## src/rtl/mem_xfer_pkg.sv

```systemverilog
// Shared definitions for the cache-line transfer engine.
//   xfer_state_t : FSM states of mem_line_xfer
//   WORD_W       : memory word width in bits
//   line_words() : words per cache line from log2 line size
package mem_xfer_pkg;

  typedef enum logic [2:0] {
    IDLE,
    WRITE,
    READ,
    READ_TAIL,
    DONE
  } xfer_state_t;

  localparam int WORD_W = 32;

  function automatic int line_words(input int line_words_len);
    return 1 << line_words_len;
  endfunction

endpackage

```

## src/rtl/mem_line_xfer_if.sv

```systemverilog
// Bundle of the cache-controller request/grant signals and the word-memory
// bus seen by mem_line_xfer.
//   master : the transfer engine (takes requests, drives the memory bus)
//   slave  : the requester plus word memory (drives requests, returns rd_data)
interface mem_line_xfer_if #(
  parameter int ADDR_LEN       = 11,
  parameter int LINE_WORDS_LEN = 3
);
  import mem_xfer_pkg::*;

  localparam int N    = line_words(LINE_WORDS_LEN);
  localparam int LA_W = ADDR_LEN - LINE_WORDS_LEN;

  logic                  rd_req;
  logic                  wr_req;
  logic [LA_W-1:0]       line_addr;
  logic [WORD_W*N-1:0]   wr_line;
  logic [WORD_W*N-1:0]   rd_line;
  logic                  gnt;
  logic                  busy;
  logic [ADDR_LEN-1:0]   mem_addr;
  logic                  mem_wr_req;
  logic [WORD_W-1:0]     mem_wr_data;
  logic [WORD_W-1:0]     mem_rd_data;

  modport master (
    input  rd_req, wr_req, line_addr, wr_line, mem_rd_data,
    output rd_line, gnt, busy, mem_addr, mem_wr_req, mem_wr_data
  );

  modport slave (
    output rd_req, wr_req, line_addr, wr_line, mem_rd_data,
    input  rd_line, gnt, busy, mem_addr, mem_wr_req, mem_wr_data
  );

endinterface

```

## src/rtl/mem_line_xfer.sv

```systemverilog
// Cache-line transfer engine: converts one line refill (read) or writeback
// (write) request into LINE_WORDS consecutive accesses on a single-port word
// memory with one-cycle registered read latency, then pulses gnt for one cycle.
//
// Ports:
//   clk          clock, all state on rising edge
//   rst          asynchronous active-low reset
//   bus.master   rd_req/wr_req/line_addr/wr_line in, rd_line/gnt/busy out,
//                mem_addr/mem_wr_req/mem_wr_data out, mem_rd_data in
//   perf_rd_cnt  completed line reads  (only with MEM_LINE_XFER_PERF_EN)
//   perf_wr_cnt  completed line writes (only with MEM_LINE_XFER_PERF_EN)
//
// Optional feature macro: MEM_LINE_XFER_PERF_EN adds the two 32-bit wrapping
// transaction counters.
module mem_line_xfer
  import mem_xfer_pkg::*;
#(
  parameter int ADDR_LEN       = 11,
  parameter int LINE_WORDS_LEN = 3
) (
  input  logic clk,
  input  logic rst,
  mem_line_xfer_if.master bus
`ifdef MEM_LINE_XFER_PERF_EN
  ,
  output logic [31:0] perf_rd_cnt,
  output logic [31:0] perf_wr_cnt
`endif
);

  localparam int N    = line_words(LINE_WORDS_LEN);
  localparam int LA_W = ADDR_LEN - LINE_WORDS_LEN;

  xfer_state_t               state_q, state_d;
  logic [LINE_WORDS_LEN-1:0] k_q, k_d;
  logic [LA_W-1:0]           addr_q, addr_d;
  logic [WORD_W*N-1:0]       wr_line_q, wr_line_d;
  logic [WORD_W*N-1:0]       rd_line_q, rd_line_d;
  logic                      k_last;
  logic [LINE_WORDS_LEN-1:0] k_prev;

  assign k_last = (k_q == {LINE_WORDS_LEN{1'b1}});
  assign k_prev = k_q - 1'b1;

  // Next-state and datapath update
  always_comb begin
    state_d   = state_q;
    k_d       = k_q;
    addr_d    = addr_q;
    wr_line_d = wr_line_q;
    rd_line_d = rd_line_q;
    case (state_q)
      IDLE: begin
        // Write wins a simultaneous request; the read stays pending.
        if (bus.wr_req) begin
          state_d   = WRITE;
          addr_d    = bus.line_addr;
          wr_line_d = bus.wr_line;
          k_d       = '0;
        end else if (bus.rd_req) begin
          state_d = READ;
          addr_d  = bus.line_addr;
          k_d     = '0;
        end
      end
      WRITE: begin
        k_d = k_q + 1'b1;
        if (k_last) state_d = DONE;
      end
      READ: begin
        // Read data trails the address by one cycle: word k-1 arrives now.
        if (k_q != '0) rd_line_d[WORD_W*int'(k_prev) +: WORD_W] = bus.mem_rd_data;
        if (k_last) state_d = READ_TAIL;  // k held so mem_addr keeps its value
        else        k_d = k_q + 1'b1;
      end
      READ_TAIL: begin
        rd_line_d[WORD_W*int'(k_q) +: WORD_W] = bus.mem_rd_data;
        k_d     = '0;
        state_d = DONE;
      end
      DONE: begin
        state_d = IDLE;
      end
      default: begin
        state_d = IDLE;
      end
    endcase
  end

  always_ff @(posedge clk or negedge rst) begin
    if (!rst) begin
      state_q   <= IDLE;
      k_q       <= '0;
      addr_q    <= '0;
      wr_line_q <= '0;
      rd_line_q <= '0;
    end else begin
      state_q   <= state_d;
      k_q       <= k_d;
      addr_q    <= addr_d;
      wr_line_q <= wr_line_d;
      rd_line_q <= rd_line_d;
    end
  end

  // Outputs decoded from registered state only.
  assign bus.mem_addr    = {addr_q, k_q};
  assign bus.mem_wr_req  = (state_q == WRITE);
  assign bus.mem_wr_data = (state_q == WRITE) ? wr_line_q[WORD_W*int'(k_q) +: WORD_W] : '0;
  assign bus.rd_line     = rd_line_q;
  assign bus.gnt         = (state_q == DONE);
  assign bus.busy        = (state_q != IDLE);

`ifdef MEM_LINE_XFER_PERF_EN
  logic        is_wr_q;
  logic [31:0] perf_rd_q;
  logic [31:0] perf_wr_q;

  always_ff @(posedge clk or negedge rst) begin
    if (!rst) begin
      is_wr_q   <= 1'b0;
      perf_rd_q <= '0;
      perf_wr_q <= '0;
    end else begin
      // Remember the kind of transaction accepted, for counting at DONE.
      if (state_q == IDLE && bus.wr_req)      is_wr_q <= 1'b1;
      else if (state_q == IDLE && bus.rd_req) is_wr_q <= 1'b0;
      if (state_q == DONE) begin
        if (is_wr_q) perf_wr_q <= perf_wr_q + 32'd1;
        else         perf_rd_q <= perf_rd_q + 32'd1;
      end
    end
  end

  assign perf_rd_cnt = perf_rd_q;
  assign perf_wr_cnt = perf_wr_q;
`endif

endmodule

```

## src/flat_wrapper.sv

```systemverilog
// flat-port wrapper written by rule: the top's interface ports become plain ports
module mem_line_xfer_flat import mem_xfer_pkg::*;
#(
  parameter int ADDR_LEN       = 11,
  parameter int LINE_WORDS_LEN = 3
)
  (clk, rst, bus_rd_req, bus_wr_req, bus_line_addr, bus_wr_line, bus_mem_rd_data, bus_rd_line, bus_gnt, bus_busy, bus_mem_addr, bus_mem_wr_req, bus_mem_wr_data);
  mem_line_xfer_if #(.ADDR_LEN(ADDR_LEN), .LINE_WORDS_LEN(LINE_WORDS_LEN)) bus_i ();
  input  logic clk;
  input  logic rst;
  input wire logic [$bits(bus_i.rd_req)-1:0] bus_rd_req;
  input wire logic [$bits(bus_i.wr_req)-1:0] bus_wr_req;
  input wire logic [$bits(bus_i.line_addr)-1:0] bus_line_addr;
  input wire logic [$bits(bus_i.wr_line)-1:0] bus_wr_line;
  input wire logic [$bits(bus_i.mem_rd_data)-1:0] bus_mem_rd_data;
  output wire logic [$bits(bus_i.rd_line)-1:0] bus_rd_line;
  output wire logic [$bits(bus_i.gnt)-1:0] bus_gnt;
  output wire logic [$bits(bus_i.busy)-1:0] bus_busy;
  output wire logic [$bits(bus_i.mem_addr)-1:0] bus_mem_addr;
  output wire logic [$bits(bus_i.mem_wr_req)-1:0] bus_mem_wr_req;
  output wire logic [$bits(bus_i.mem_wr_data)-1:0] bus_mem_wr_data;
  assign bus_i.rd_req = bus_rd_req;
  assign bus_i.wr_req = bus_wr_req;
  assign bus_i.line_addr = bus_line_addr;
  assign bus_i.wr_line = bus_wr_line;
  assign bus_i.mem_rd_data = bus_mem_rd_data;
  assign bus_rd_line = bus_i.rd_line;
  assign bus_gnt = bus_i.gnt;
  assign bus_busy = bus_i.busy;
  assign bus_mem_addr = bus_i.mem_addr;
  assign bus_mem_wr_req = bus_i.mem_wr_req;
  assign bus_mem_wr_data = bus_i.mem_wr_data;
  mem_line_xfer #(.ADDR_LEN(ADDR_LEN), .LINE_WORDS_LEN(LINE_WORDS_LEN)) u_core (.clk(clk), .rst(rst), .bus(bus_i));
endmodule
```

## config.mk

```make
export PLATFORM = sky130hd
export DESIGN_NAME = mem_line_xfer_flat
export DESIGN_NICKNAME = d
export VERILOG_FILES = /design/src/rtl/mem_xfer_pkg.sv /design/src/rtl/mem_line_xfer_if.sv /design/src/rtl/mem_line_xfer.sv /design/src/flat_wrapper.sv
export SDC_FILE = /design/constraint.sdc
export NUM_CORES = 1
export LEC_CHECK = 0
export BUFFER_PORTS_ARGS = -buffer_cell sky130_fd_sc_hd__buf_2
export CORE_MARGIN = 1.5
export CORE_UTILIZATION = 24
export CTS_BUF_LIST = sky130_fd_sc_hd__clkbuf_8
export DETAILED_ROUTE_END_ITERATION = 12
export PLACE_DENSITY = 0.5
export SYNTH_ARGS = -nofsm -noshare
export SYNTH_HDL_FRONTEND = slang
export SYNTH_SLANG_ARGS = --single-unit
export TNS_END_PERCENT = 50
```

## constraint.sdc

```tcl
create_clock -name clk -period 3.2 [get_ports clk]
set_clock_uncertainty 0.05 [all_clocks]
set_input_delay 0.32 -clock clk [delete_from_list [all_inputs] [get_ports clk]]
set_output_delay 0.32 -clock clk [all_outputs]
set_load 0.02 [all_outputs]
```

# ---- After elaboration in Yosys (flattened, before gate mapping)
# Cells that the tools add are included.
dict set report word_totals {
  regBits 526
  in_bits 300
  output_inout_bits 302
  elab_cells 51
}
dict set report classes {
  add_sub_neg 4
  eq_ne 10
  shift 5
  mux 16
  n_reduce_logical 11
}
# operator count
set op_table {}
lappend op_table {{$bwmux W256} 2}
lappend op_table {{$pmux W256 S2} 1}
lappend op_table {{$shift A32 B33 Y256 const A} 2}
lappend op_table {{$shiftx A32 B33 Y256} 2}
lappend op_table {{$mux W256} 1}
lappend op_table {{$shiftx A256 B9 Y32} 1}
lappend op_table {{$neg A8 Y33} 2}
lappend op_table {{$mux W32} 1}
lappend op_table {{$pmux W3 S4} 2}
lappend op_table {{$mux W3} 7}
lappend op_table {{$mux W8} 2}
lappend op_table {{$eq A3 B2 Y1 const B} 2}
lappend op_table {{$eq A3 B3 Y1 const B} 2}
lappend op_table {{$ne A2 B1 Y1 const B} 3}
lappend op_table {{$reduce_and A2 Y1} 3}
lappend op_table {{$reduce_and A3 Y1} 2}
lappend op_table {{$reduce_bool A3 Y1} 2}
lappend op_table {{$reduce_bool A2 Y1} 2}
lappend op_table {{$reduce_bool A4 Y1} 1}
lappend op_table {{$add A3 B1 Y3 const B} 1}
lappend op_table {{$eq A3 B1 Y1 const B} 1}
lappend op_table {{$logic_not A3 Y1} 1}
lappend op_table {{$ne A3 B3 Y1 const B} 1}
lappend op_table {{$sub A3 B1 Y3 const B} 1}
lappend op_table {{$ne A2 B2 Y1 const B} 1}

# ---- Depth between registers and ports, before layout
dict set report logic_depth {
  ltp_word 6
  ltp_mapped 13
  depth_no_buf 10
}

# ---- Worst setup path before layout
# OpenSTA, ideal clock, no wires.
dict set report synth_timing {
  kind {register -> register}
  from {register u_core.k_q[0]}
  to {register u_core.rd_line_q[130] (netlist: u_core.bus.rd_line[130])}
  arrival_ns 2.679
  path_slack_ns 0.343
  path_stages_with_launch 12
  path_buffers 2
  synth_period_minus_slack_ns 2.857
  path_cell_list {dfrtp_1 -> buf_2 -> inv_1 -> ha_1 -> xor2_2 -> inv_2 -> ha_1 -> inv_1 -> o31ai_1 -> nand2_1 -> buf_2 -> mux2_1}
}
dict set report synth_via {
  elab_chain_len 6
  word_cells_on_any_way 14
}
# element line
set synth_lines {}
lappend synth_lines {{start: declaration} mem_line_xfer.sv:35} ;# logic [LINE_WORDS_LEN-1:0] k_q, k_d;
lappend synth_lines {{start signal: assignment} mem_line_xfer.sv:99} ;# k_q <= k_d;
lappend synth_lines {{$sub A3 B1 Y3} mem_line_xfer.sv:43} ;# assign k_prev = k_q - 1'b1;
lappend synth_lines {{$neg A8 Y33} mem_line_xfer.sv:72} ;# if (k_q != '0) rd_line_d[WORD_W*int'(k_prev) +: WORD_W] = bus.mem_rd_data;
lappend synth_lines {{$shiftx A32 B33 Y256 / $shift A32 B33 Y256 (equally long branches)} mem_line_xfer.sv:72}
lappend synth_lines {{$bwmux W256} mem_line_xfer.sv:72}
lappend synth_lines {{$mux W256} mem_line_xfer.sv:72}
lappend synth_lines {{$pmux W256 S2} mem_line_xfer.sv:52} ;# case (state_q)
lappend synth_lines {{end signal: assignment} mem_line_xfer.sv:102} ;# rd_line_q <= rd_line_d;
lappend synth_lines {{end: declaration} mem_line_xfer.sv:38} ;# logic [WORD_W*N-1:0] rd_line_q, rd_line_d;
# Parallel ways exist; a longest one is shown, timed or not. The select of a mux whose other input is x is not followed.
# A chain may end at the register's enable or synchronous reset.

# ---- Final worst setup path
dict set report layout_timing {
  from {register u_core.k_q[1]}
  to {register u_core.rd_line_q[100] (netlist: u_core.bus.rd_line[100])}
}
# Same word-level chain as after synthesis.

==> impl_table.tex <==
\begin{tabular}{lr}
\hline
Metric & Value \\
\hline
\multicolumn{2}{l}{\textbf{Floorplanning}} \\
Count of pins on the block boundary & about 600 \\
Total die area & between 0.09 and 0.1 mm2 \\
Placement Rows & between 100 and 150 \\
Core area & about 0.093 mm2 \\
Die width & 310 um \\
Effective utilization at floorplan & between 20 and 25\% \\
Die height & $\sim$310 um \\
\multicolumn{2}{l}{\textbf{Placement}} \\
Final GP Congestion & about 0.83 \\
Worst setup slack before clock tree synthesis & $\sim$0.16 ns \\
Standard cell area after detailed placement & 0.0274 mm2 \\
Post-Place Cells & between 3k and 4k \\
HPWL reported at the end of detailed placement & $\sim$57 mm \\
Port Buf Inserts & roughly 600 \\
\multicolumn{2}{l}{\textbf{Clocking}} \\
Maximum level of the CTS H-tree & 3 \\
Clock insertion delay at the later pin of the skew report & between 0.7 and 0.8 ns \\
Clock slew at reported path FFs & around 0.06 ns \\
CTS root buffer & sky130\_fd\_sc\_hd\_\_clkbuf\_8 \\
CTS tree & yes \\
Total clock buffers created by CTS & 95 \\
Deepest clock path buffer count & 3 \\
Clock sinks & 526 \\
\multicolumn{2}{l}{\textbf{STA}} \\
Max-slew violation count & 0 \\
Max-slew headroom & between 20\% and 30\% \\
Count of endpoints failing hold in the final timing report & 0 \\
Final-report setup violation count & 0 \\
Fin crit period & slightly above 3 ns \\
Least-Margin Pin Slew & approximately 1.1 ns \\
Setup Total Neg Slack & 0 ns \\
Crit share post-route & 94.7\% \\
Fin worst setup slack & 0.171 ns \\
Unrepaired setup endpoints after global routing & false \\
Maximum clock rate & between 300 and 400 MHz \\
\multicolumn{2}{l}{\textbf{Setup path}} \\
Launching point of the worst reg2reg path & u\_core.k\_q[1]\$\_DFFE\_PN0P\_ \\
Critical path startpoint & u\_core.k\_q[1]\$\_DFFE\_PN0P\_ \\
Startpoint Class & flip-flop \\
CP peak stage delay & about 0.52 ns \\
Slowest library cell on the worst path & sky130\_fd\_sc\_hd\_\_ha\_1 \\
Element type at the critical path end & flip-flop \\
Arrival time of the worst setup path & 3.58 ns \\
Category of the critical setup timing path & reg -> reg \\
Cell chain of the critical path & inv\_1 -> ha\_1 -> ha\_1 -> o31a\_1 -> nand3\_1 -> o21ai\_2 -> buf\_4 -> nand2\_1 -> buf\_4 -> a21o\_1 \\
Required time of the critical path & 3.75 ns \\
Largest driver fanout on the critical path & 23 \\
\multicolumn{2}{l}{\textbf{Status}} \\
Outcome & completed \\
\multicolumn{2}{l}{\textbf{Worst hold path}} \\
Tightest Hold Check Type & in -> async \\
\multicolumn{2}{l}{\textbf{Finish}} \\
Final design instance area without fill & roughly 0.032 mm2 \\
\# nets final & a little under 3k \\
Sequential cell area & 0.0132 mm2 \\
Post-synthesis to final-layout area growth & 43.3\% \\
Leading cell type in the layout, fill and taps excluded & sky130\_fd\_sc\_hd\_\_buf\_2 \\
Filler Cell Count & roughly 9.3k \\
Post-layout instance count excluding filler cells & between 3k and 4k \\
Area used by multi-input combinational logic & between 0.008 and 0.009 mm2 \\
Layout cell share with drive strength beyond 1 & 42.8\% \\
Leading cell types in the layout, fill and taps excluded & 600 x sky130\_fd\_sc\_hd\_\_buf\_2, 523 x sky130\_fd\_sc\_hd\_\_dfrtp\_1, 300 x sky130\_fd\_sc\_hd\_\_dlygate4sd3\_1, 245 x sky130\_fd\_sc\_hd\_\_mux2\_2, 186 x sky130\_fd\_sc\_hd\_\_nand2\_1 \\
\multicolumn{2}{l}{\textbf{GRT}} \\
Largest net degree at the start of global routing & 92 \\
Number of antenna violations at the first check in global routing & 12 \\
Number of global-route vias before repair & around 19k \\
Overall routing resource usage & 16.8\% \\
Total congestion overflow after global routing & 0 \\
First-pass GRT wire length & 121 mm \\
\multicolumn{2}{l}{\textbf{Route}} \\
Post-DRT Antenna Nets & 0 \\
Post-detailed-routing wire length & a little over 80 mm \\
Mean number of vias per cell & 4.53 \\
Remaining DRCs & 0 \\
WL per Instance & 21.0 um \\
Via count of the routed design & 17.8k \\
Number of DRC violations after detailed-routing iteration 0 & between 800 and 900 \\
Iteration count of the initial detailed-routing pass & 5 \\
\multicolumn{2}{l}{\textbf{Synth}} \\
Share of the synthesized area in compound gates (AO/OA/AOI/OAI) & a little under 7\% \\
Fraction of registers with async set or reset after synthesis & 100\% \\
FF+latch count, synth & 526 \\
Net Count, Synth & roughly 2.0k \\
Main flop type after synthesis & sky130\_fd\_sc\_hd\_\_dfrtp\_1 \\
Number of instances in the synthesized netlist & 1650 \\
Fraction of synthesized area in multiplexers & between 20\% and 30\% \\
Main combinational cell family by area after synthesis & multiplexers \\
Post-synthesis share of cell area spent on full adders, half adders and majority gates & less than 1\% \\
Part of the Yosys area used for sequential elements & about three fifths \\
Number of enable flip-flop cells after synthesis & 0 \\
Average cell area after synthesis & approximately 14 um2 \\
Synthesis Warnings & 0 \\
Post-synthesis share of cell area spent on and, or, nand and nor gates & around 7.1\% \\
Netlist Area Pre-Place & around 0.023 mm2 \\
Cell variety after synth & 49 \\
Post-synthesis xor/xnor area fraction & less than 1\% \\
\multicolumn{2}{l}{\textbf{Pwr}} \\
Power density over the cells & 900 mW/mm2 \\
P\_leak & approximately 0.015 uW \\
Worst IR Drop VDD & between 500 and 600 uV \\
\multicolumn{2}{l}{\textbf{Job}} \\
Max-cap violations & 0 \\
\hline
\end{tabular}
## critical path: cells and delay by family, from the launching register on
kind                       cells  cell delay [ns]
DFF                            1             0.47
buffers and inverters          3             0.65
AOI/OAI and AO/OA              3             0.67
and+or+nand+nor                2             0.26
adders and majority gates      2             0.79
## worst paths after layout
check | end | cells after the start | slack (ns)
worst max register to register | u_core.bus.rd_line[100]$_DFFE_PN0P_ | 10 | 0.17
min in group clk | u_core.wr_line_q[144]$_DFFE_PN0P_ | 3 | 0.28
worst min register to register | u_core.bus.rd_line[29]$_DFFE_PN0P_ | 2 | 0.41
worst max-delay path | u_core.bus.rd_line[100]$_DFFE_PN0P_ | 10 | 0.17
worst min-delay path | u_core.bus.rd_line[56]$_DFFE_PN0P_ | 2 | 0.18
max in group asynchronous | u_core.wr_line_q[82]$_DFFE_PN0P_ | 3 | 1.99
## cells in the mapped netlist (all sizes together), types with 3 or more instances
| master | instances | area, um2 |
|---|---|---|
| a22o | 92 | 806 |
| ha | 11 | 138 |
| mux2i | 52 | 521 |
| nor3 | 4 | 20.0 |
| nor2 | 12 | 50.1 |
| and4 | 50 | 438 |
| clkbuf | 39 | 146 |
| buf | 77 | 464 |
| nand2b | 3 | 18.8 |
| nand2 | 187 | 702 |
| dfrtp | 526 | 13200 |
| mux2 | 296 | 3330 |
| and3 | 5 | 31.3 |
| a21oi | 40 | 208 |
| mux4 | 64 | 1440 |
| a21o | 53 | 398 |
| nor4b | 4 | 35.0 |
| o21ai | 10 | 53.8 |
| nand3 | 39 | 195 |
| inv | 59 | 221 |
| a32oi | 4 | 35.0 |
## flip-flops by register name, indices dropped and copies added, names as in the netlist
name,count
u_core.addr_q,8
u_core.wr_line_q,256
u_core.k_q,3
u_core.bus.rd_line,256
u_core.state_q,3
## where the power goes
group / leakage (uW) / switching, uW / internal, uW
registers: 0.00637 / 1470 / 9330
clock network: 0.00107 / 3020 / 3460
logic: 0.00801 / 6500 / 5400
total: 0.0155 / 11000 / 18200
## repair_timing
item	in CTS	in global routing
resized for setup	12	0
endpoints found under the setup margin	32	20
cloned	2	0
endpoints found under the hold margin	579	0
setup buffers	0	1
pin swaps	0	1
hold buffers	300	0
## cell families after synthesis
kind of cell / Yosys count
flops: 526
mux: 412
simple gates: 318
compound gates: 206
buf+inv: 175
fa+ha+maj: 11
xor+xnor: 2
## cell type report
class,instances,share of cell area [%]
clock buffers,113,4.80
repair buffers,969,21.0
flip-flops and latches,526,40.6
well taps,1254,4.84
diodes,7,0.0540
multi-input cells,949,27.0
clock inverters,46,1.03
inverters,59,0.683
## metal layers
| metal | share of wire [%] | vias up | GRT usage (%) |
|---|---|---|---|
| met4 | 2.6 | 8 | 6.05 |
| met2 | 49 | 683 | 28.5 |
| met3 | 7.4 | 137 | 4.30 |
| met1 | 41 | 9079 | 20.6 |
| li1 | - | 7874 | - |
| met5 | 0.073 | - | 0 |
## metrics by stage
step                      hold WS (ns)  util (%)  total power (uW)
final                            0.182      34.7             29200
after global routing             0.201      34.7             31000
after CTS                        0.136      34.7             29600
after detailed placement         0.402      29.4             22400
after global placement           0.397      29.4             22100
after floorplan                -0.0256         -             18100
No activity file was read; power rests on OpenSTA's default activity.
